<file path="src/rtl/adventure_pkg.sv">
`default_nettype none
// ============================================================================
// Module      : adventure_pkg
// Description : Shared types for the adventure-game controller: the room
//               encoding, direction bit indices into the {n,s,e,w} button
//               vector, and the room-map lookup.
// Revision    : 1.0 - initial release
// ============================================================================
package adventure_pkg;

  typedef enum logic [2:0] {
    CAVE      = 3'd0,
    TUNNEL    = 3'd1,
    RIVER     = 3'd2,
    STASH     = 3'd3,
    DEN       = 3'd4,
    VAULT     = 3'd5,
    GRAVEYARD = 3'd6
  } room_t;

  localparam int DIR_N = 3;
  localparam int DIR_S = 2;
  localparam int DIR_E = 1;
  localparam int DIR_W = 0;

  // Destination for a single-direction press. A direction with no exit
  // returns the current room, so "target != current" means a legal move.
  function automatic room_t map_move(room_t cur, logic [3:0] press);
    room_t nxt;
    nxt = cur;
    case (cur)
      CAVE:   if (press[DIR_E]) nxt = TUNNEL;
      TUNNEL: begin
        if (press[DIR_S]) nxt = RIVER;
        else if (press[DIR_W]) nxt = CAVE;
      end
      RIVER: begin
        if (press[DIR_N]) nxt = TUNNEL;
        else if (press[DIR_E]) nxt = DEN;
        else if (press[DIR_W]) nxt = STASH;
      end
      STASH:  if (press[DIR_E]) nxt = RIVER;
      default: nxt = cur;
    endcase
    return nxt;
  endfunction

endpackage
`default_nettype wire

</file>
<file path="src/rtl/button_edge.sv">
`default_nettype none
// ============================================================================
// Module      : button_edge
// Description : Rising-edge detector for a vector of level buttons.
//               prev holds last cycle's sample; rise = din & ~prev.
// Ports       : clk, reset (async, active-high), din[WIDTH] level inputs,
//               prev[WIDTH] registered previous sample, rise[WIDTH] pulses.
// Revision    : 1.0 - initial release
// ============================================================================
module button_edge #(
  parameter int WIDTH = 4
) (
  input  logic             clk,
  input  logic             reset,
  input  logic [WIDTH-1:0] din,
  output logic [WIDTH-1:0] prev,
  output logic [WIDTH-1:0] rise
);

  always_ff @(posedge clk or posedge reset) begin
    if (reset) prev <= '0;
    else       prev <= din;
  end

  // Cleared prev after reset means a button held through reset is a press.
  assign rise = din & ~prev;

endmodule
`default_nettype wire

</file>
<file path="src/rtl/adventure_game_fsm.sv">
`default_nettype none
// ============================================================================
// Module      : adventure_game_fsm
// Description : Adventure-game controller: room-map FSM, sword tracking,
//               lives with respawn and optional accepted-move limit.
// Ports       : clk, reset (async, active-high), n/s/e/w level buttons,
//               room (room_t), sw sword held, win (VAULT), d (GRAVEYARD),
//               lives remaining, moves accepted-move count (saturating).
// Revision    : 1.0 - initial release
// ============================================================================
module adventure_game_fsm
  import adventure_pkg::*;
#(
  parameter int NUM_LIVES = 3,
  parameter int MAX_MOVES = 0,
  parameter int MOVE_W    = 8
) (
  input  logic              clk,
  input  logic              reset,
  input  logic              n,
  input  logic              s,
  input  logic              e,
  input  logic              w,
  output room_t             room,
  output logic              sw,
  output logic              win,
  output logic              d,
  output logic [2:0]        lives,
  output logic [MOVE_W-1:0] moves
);

  localparam logic [2:0]        LIVES_INIT = 3'(NUM_LIVES);
  localparam logic [MOVE_W-1:0] MOVE_LIMIT = MOVE_W'(MAX_MOVES);
  localparam logic [MOVE_W-1:0] MOVE_SAT   = '1;

  logic [3:0] buttons;
  logic [3:0] prev;
  logic [3:0] press;
  logic       one_hot;
  logic       limit_hit;
  room_t      target;
  logic       unused_prev;

  assign buttons = {n, s, e, w};

  button_edge #(.WIDTH(4)) u_edge (
    .clk   (clk),
    .reset (reset),
    .din   (buttons),
    .prev  (prev),
    .rise  (press)
  );

  // prev is only needed inside the edge detector.
  assign unused_prev = ^prev;

  assign one_hot   = (press != 4'd0) && ((press & (press - 4'd1)) == 4'd0);
  assign limit_hit = (MAX_MOVES != 0) && (moves == MOVE_LIMIT);
  assign target    = map_move(room, press);

  assign win = (room == VAULT);
  assign d   = (room == GRAVEYARD);

  always_ff @(posedge clk or posedge reset) begin
    if (reset) begin
      room  <= CAVE;
      sw    <= 1'b0;
      lives <= LIVES_INIT;
      moves <= '0;
    end else begin
      case (room)
        CAVE, TUNNEL, RIVER, STASH: begin
          // Exhausted move budget wins over any press this cycle.
          if (limit_hit) begin
            room  <= GRAVEYARD;
            lives <= 3'd0;
          end else if (one_hot && (target != room)) begin
            room <= target;
            if (moves != MOVE_SAT) moves <= moves + MOVE_W'(1);
            if (target == STASH) sw <= 1'b1;
          end
        end
        DEN: begin
          if (sw) begin
            room <= VAULT;
          end else if (lives > 3'd1) begin
            room  <= CAVE;
            lives <= lives - 3'd1;
          end else begin
            room  <= GRAVEYARD;
            lives <= 3'd0;
          end
        end
        VAULT, GRAVEYARD: ;
        default: room <= CAVE;
      endcase
    end
  end

endmodule
`default_nettype wire

</file>
<file path="config.mk">
export PLATFORM = sky130hd
export DESIGN_NAME = adventure_game_fsm
export DESIGN_NICKNAME = d
export VERILOG_FILES = /design/src/rtl/adventure_pkg.sv /design/src/rtl/button_edge.sv /design/src/rtl/adventure_game_fsm.sv
export SDC_FILE = /design/constraint.sdc
export NUM_CORES = 1
export LEC_CHECK = 0
export ABC_CLOCK_PERIOD_IN_PS = 4700
export CORE_UTILIZATION = 40
export CTS_BUF_LIST = sky130_fd_sc_hd__clkbuf_4 sky130_fd_sc_hd__clkbuf_8
export DETAILED_ROUTE_END_ITERATION = 12
export PLACE_DENSITY_LB_ADDON = 0.15
export SYNTH_ARGS = -nofsm -noshare
export SYNTH_HDL_FRONTEND = slang
export SYNTH_SLANG_ARGS = --single-unit
</file>
<file path="constraint.sdc">
create_clock -name clk -period 4.7 [get_ports clk]
set_clock_uncertainty 0.2 [all_clocks]
set_input_delay 0.705 -clock clk [delete_from_list [all_inputs] [get_ports clk]]
set_output_delay 0.705 -clock clk [all_outputs]
set_load 0.03 [all_outputs]
</file>
==> flow_summary_export.csv <==
group,metric,value,unit
synthesis,yosys.area.top_type_share,0.366,
job,maxCapViolations,0,
clocking,clock_tree.root_cell,"sky130_fd_sc_hd__clkbuf_4",
hold_path,hold_path_class,"flop to flop",
synthesis,synth_fp_nets,123,
floorplanning,floorplan.initialDensity,0.422,
timing,layout_worst_path_cycle_share,0.638,
power,p_per_area,448,mW/mm^2
critical_path,setup.worst_path.class,"flop to primary output",
routing,vias_per_cell,5.36,
clocking,cts.reportedPaths.clkPinSlew,0.11,ns
timing,tns,0,ns
timing,drv_slew,0,
routing,detail_route.wirelength,2.12,mm
floorplanning,core_area,0.00276,mm^2
routing,routed-via-count,885,
routing,drt_first_pass_iters,4,
timing,finalSetupViolCount,0,
clocking,clockBufferDepth,2,
floorplanning,rows,19,
critical_path,critical_path_peak_fanout,9,
outcome,status,"complete, no violations",
timing,fmax,334,MHz
clocking,numCtsBuffers,3,
synthesis,synth_area,0.00116,mm^2
synthesis,netlist_instances,114,
synthesis,synthDistinctLibCells,44,
global_route,grtUsageTotal,0.149,
floorplanning,die_w,55.9,um
place,placed_cells_incl_taps,161,
critical_path,worstPathArrival,2.09,ns
floorplanning,die-area,0.00313,mm^2
routing,routedWlPerCell,12.8,um
place,place_hpwl,1.61,mm
routing,drt_first_iter_violations,16,
floorplanning,top_level_ports,23,
final_layout,finish.instance_area,0.00141,mm^2
place,buffers_on_ports,22,
synthesis,yosys.area.top_type,"sky130_fd_sc_hd__dfrtp_1",
critical_path,critical_path.endpoint_type,"primary output",
clocking,clock_latency,0.29,ns
place,placement.setup.worst_slack,1.76,ns
clocking,cts_hold_buf,0,
critical_path,required_worst_endpoint,3.80,ns
power,power.ir.vdd_worst,0.000301,V
timing,post-route-min-period,3.00,ns
global_route,largest_net_degree_at_the_start_of_global_routing,20,
routing,ant_nets,0,
final_layout,layout-area-overhead-vs-synth,20.9,%
synthesis,yosys_register_bits,19,
critical_path,start_kind,"flop",
timing,worst-slew-pin-transition,0.731,ns
synthesis,yosysSeqAreaShare,0.411,
power,static-leakage-power,0.577,nW
final_layout,n_antenna_cell,0,
timing,timing.final.ws_setup,1.70,ns
global_route,via_count_of_the_first_global_routing_pass,842,
timing,hold_violations,0,
final_layout,drive_gt1_frac,0.142,
synthesis,synth_area_leaders,"sky130_fd_sc_hd__dfrtp_1 37%, sky130_fd_sc_hd__dfstp_2 4.5%, sky130_fd_sc_hd__xnor2_1 3.8%",
global_route,global_route_wire_length_before_repair,3.71,mm
clocking,postCtsResizedCells,0,
place,gp_routability_congestion,0.755,
timing,rsz0062_at_grt,"no",
global_route,grt_antenna_before_repair,0,
floorplanning,die_h,55.9,um
final_layout,finish.utilization,0.510,
clocking,clock_sinks,19,
final_layout,final_cell_count_no_fill,165,
clocking,post_cts_setup_repair_buffer_count,0,
routing,remaining_drc_errors,0,
clocking,tritoncts,"built",
final_layout,design.final.nets,144,
place,dpl-instance-area,0.00138,mm^2
synthesis,syn_area_per_cell,10.2,um^2
global_route,grt.overflow.total,0,
timing,max-slew-margin-rel,0.512,
final_layout,fillCellCount,271,
synthesis,yosysWarningCount,0,
clocking,htree_num_levels,1,
==> critical path: stages (launching register included) <==
cell	delay, ns
sky130_fd_sc_hd__dfrtp_1	0.53
sky130_fd_sc_hd__clkinv_1	0.22
sky130_fd_sc_hd__nor3b_1	0.32
sky130_fd_sc_hd__clkdlybuf4s50_1	0.73
==> layout make-up <==
cell class | count | area, um^2 | area share
clock buffer | 3 | 22.5 | 0.0160
clock inverter | 1 | 5.00 | 0.00356
inverter | 4 | 15.0 | 0.0107
multi-input combinational | 85 | 626 | 0.445
sequential | 19 | 478 | 0.340
tap | 31 | 38.8 | 0.0276
timing repair buffer | 22 | 220 | 0.157
==> cells in the final DEF (no fill, tap or decap), types with 4 or more instances in the layout <==
cell type	synthesis	final
sky130_fd_sc_hd__dfrtp_1	17	17
sky130_fd_sc_hd__clkdlybuf4s50_1	0	22
sky130_fd_sc_hd__o21ai_0	5	5
sky130_fd_sc_hd__nand2_1	9	9
sky130_fd_sc_hd__xnor2_1	5	5
sky130_fd_sc_hd__nor3_1	4	4
sky130_fd_sc_hd__nand3_1	4	4
sky130_fd_sc_hd__nor2_1	6	6
sky130_fd_sc_hd__and2_1	4	4
==> layer usage <==
layer / up-vias / part of all wire / global-route usage
met5: - / 0 / 0
met3: 4 / 0.034 / 0.0209
met2: 21 / 0.46 / 0.232
met4: 0 / 0.013 / 0.0523
met1: 413 / 0.49 / 0.211
li1: 447 / - / -
==> worst paths after layout <==
kind	from	endpoint	slack, ns	cells after the start
setup / recovery	room[1]$_DFFE_PP0P_	d	1.70	3
hold / removal	lives[1]$_DFFE_PP1P_	lives[1]$_DFFE_PP1P_	0.29	2
setup reg to reg	room[2]$_DFFE_PP0P_	moves[1]$_DFFE_PP0P_	2.54	4
hold reg to reg	lives[1]$_DFFE_PP1P_	lives[1]$_DFFE_PP1P_	0.29	2
max in group asynchronous	reset	moves[3]$_DFFE_PP0P_	3.22	2
min in group asynchronous	reset	room[2]$_DFFE_PP0P_	0.62	2
==> stage by stage <==
| stage | total power [mW] | hold WS, ns |
|---|---|---|
| after global placement | 0.548 | 0.281 |
| final | 0.630 | 0.294 |
| after detailed placement | 0.553 | 0.285 |
| after global routing | 0.681 | 0.333 |
| after floorplan | 0.470 | 0.342 |
| after CTS | 0.640 | 0.303 |
==> synth_stat cells <==
cell type,instances
sky130_fd_sc_hd__dfstp_2,2
sky130_fd_sc_hd__clkbuf_1,1
sky130_fd_sc_hd__buf_2,2
sky130_fd_sc_hd__ha_1,3
sky130_fd_sc_hd__nand4_2,1
sky130_fd_sc_hd__dfrtp_1,17
sky130_fd_sc_hd__a21oi_1,3
sky130_fd_sc_hd__nor2b_1,3
sky130_fd_sc_hd__o31ai_1,1
sky130_fd_sc_hd__a2bb2oi_1,1
sky130_fd_sc_hd__mux2i_1,1
sky130_fd_sc_hd__buf_4,1
sky130_fd_sc_hd__o21bai_1,1
sky130_fd_sc_hd__nor4bb_1,1
sky130_fd_sc_hd__nor2_2,1
sky130_fd_sc_hd__or2b_4,1
sky130_fd_sc_hd__nand2b_1,2
sky130_fd_sc_hd__a31o_2,1
sky130_fd_sc_hd__nor2b_4,3
sky130_fd_sc_hd__mux2_1,1
sky130_fd_sc_hd__clkinv_1,1
sky130_fd_sc_hd__and3_1,2
sky130_fd_sc_hd__o21ai_0,5
sky130_fd_sc_hd__o32ai_4,1
sky130_fd_sc_hd__o211ai_1,1
sky130_fd_sc_hd__nand3_1,4
sky130_fd_sc_hd__mux2_4,2
sky130_fd_sc_hd__nand4_1,3
sky130_fd_sc_hd__or3_1,2
sky130_fd_sc_hd__nor4_1,2
sky130_fd_sc_hd__nand3b_2,1
sky130_fd_sc_hd__nand2_1,9
sky130_fd_sc_hd__nor4b_1,1
sky130_fd_sc_hd__o311ai_2,1
sky130_fd_sc_hd__inv_1,3
sky130_fd_sc_hd__buf_6,2
sky130_fd_sc_hd__a211o_2,1
sky130_fd_sc_hd__a31oi_1,3
sky130_fd_sc_hd__nor3_1,4
sky130_fd_sc_hd__and2_1,4
sky130_fd_sc_hd__nor2_1,6
sky130_fd_sc_hd__xnor2_1,5
sky130_fd_sc_hd__nor3b_1,1
sky130_fd_sc_hd__a21o_1,3
==> flip-flops by register name, summed over array words and instances (netlist names) <==
name         flops
moves            8
room             3
sw               1
lives            3
u_edge.prev      4
==> kinds of logic after synthesis <==
kind of cell / after synthesis / share of synthesized area
AOI/OAI and AO/OA: 22 / 0.151
xor gates and xnor gates: 5 / 0.0377
adders and majority gates: 3 / 0.0323
buffers and inverters: 10 / 0.0506
DFF: 19 / 0.411
muxes: 4 / 0.0441
and+or+nand+nor: 51 / 0.273
==> report_power, final <==
| part | switching, mW | internal (mW) |
|---|---|---|
| logic | 0.162 | 0.137 |
| clock network | 0.0515 | 0.0317 |
| registers | 0.0502 | 0.197 |
Power figures use the tool's default switching activity.
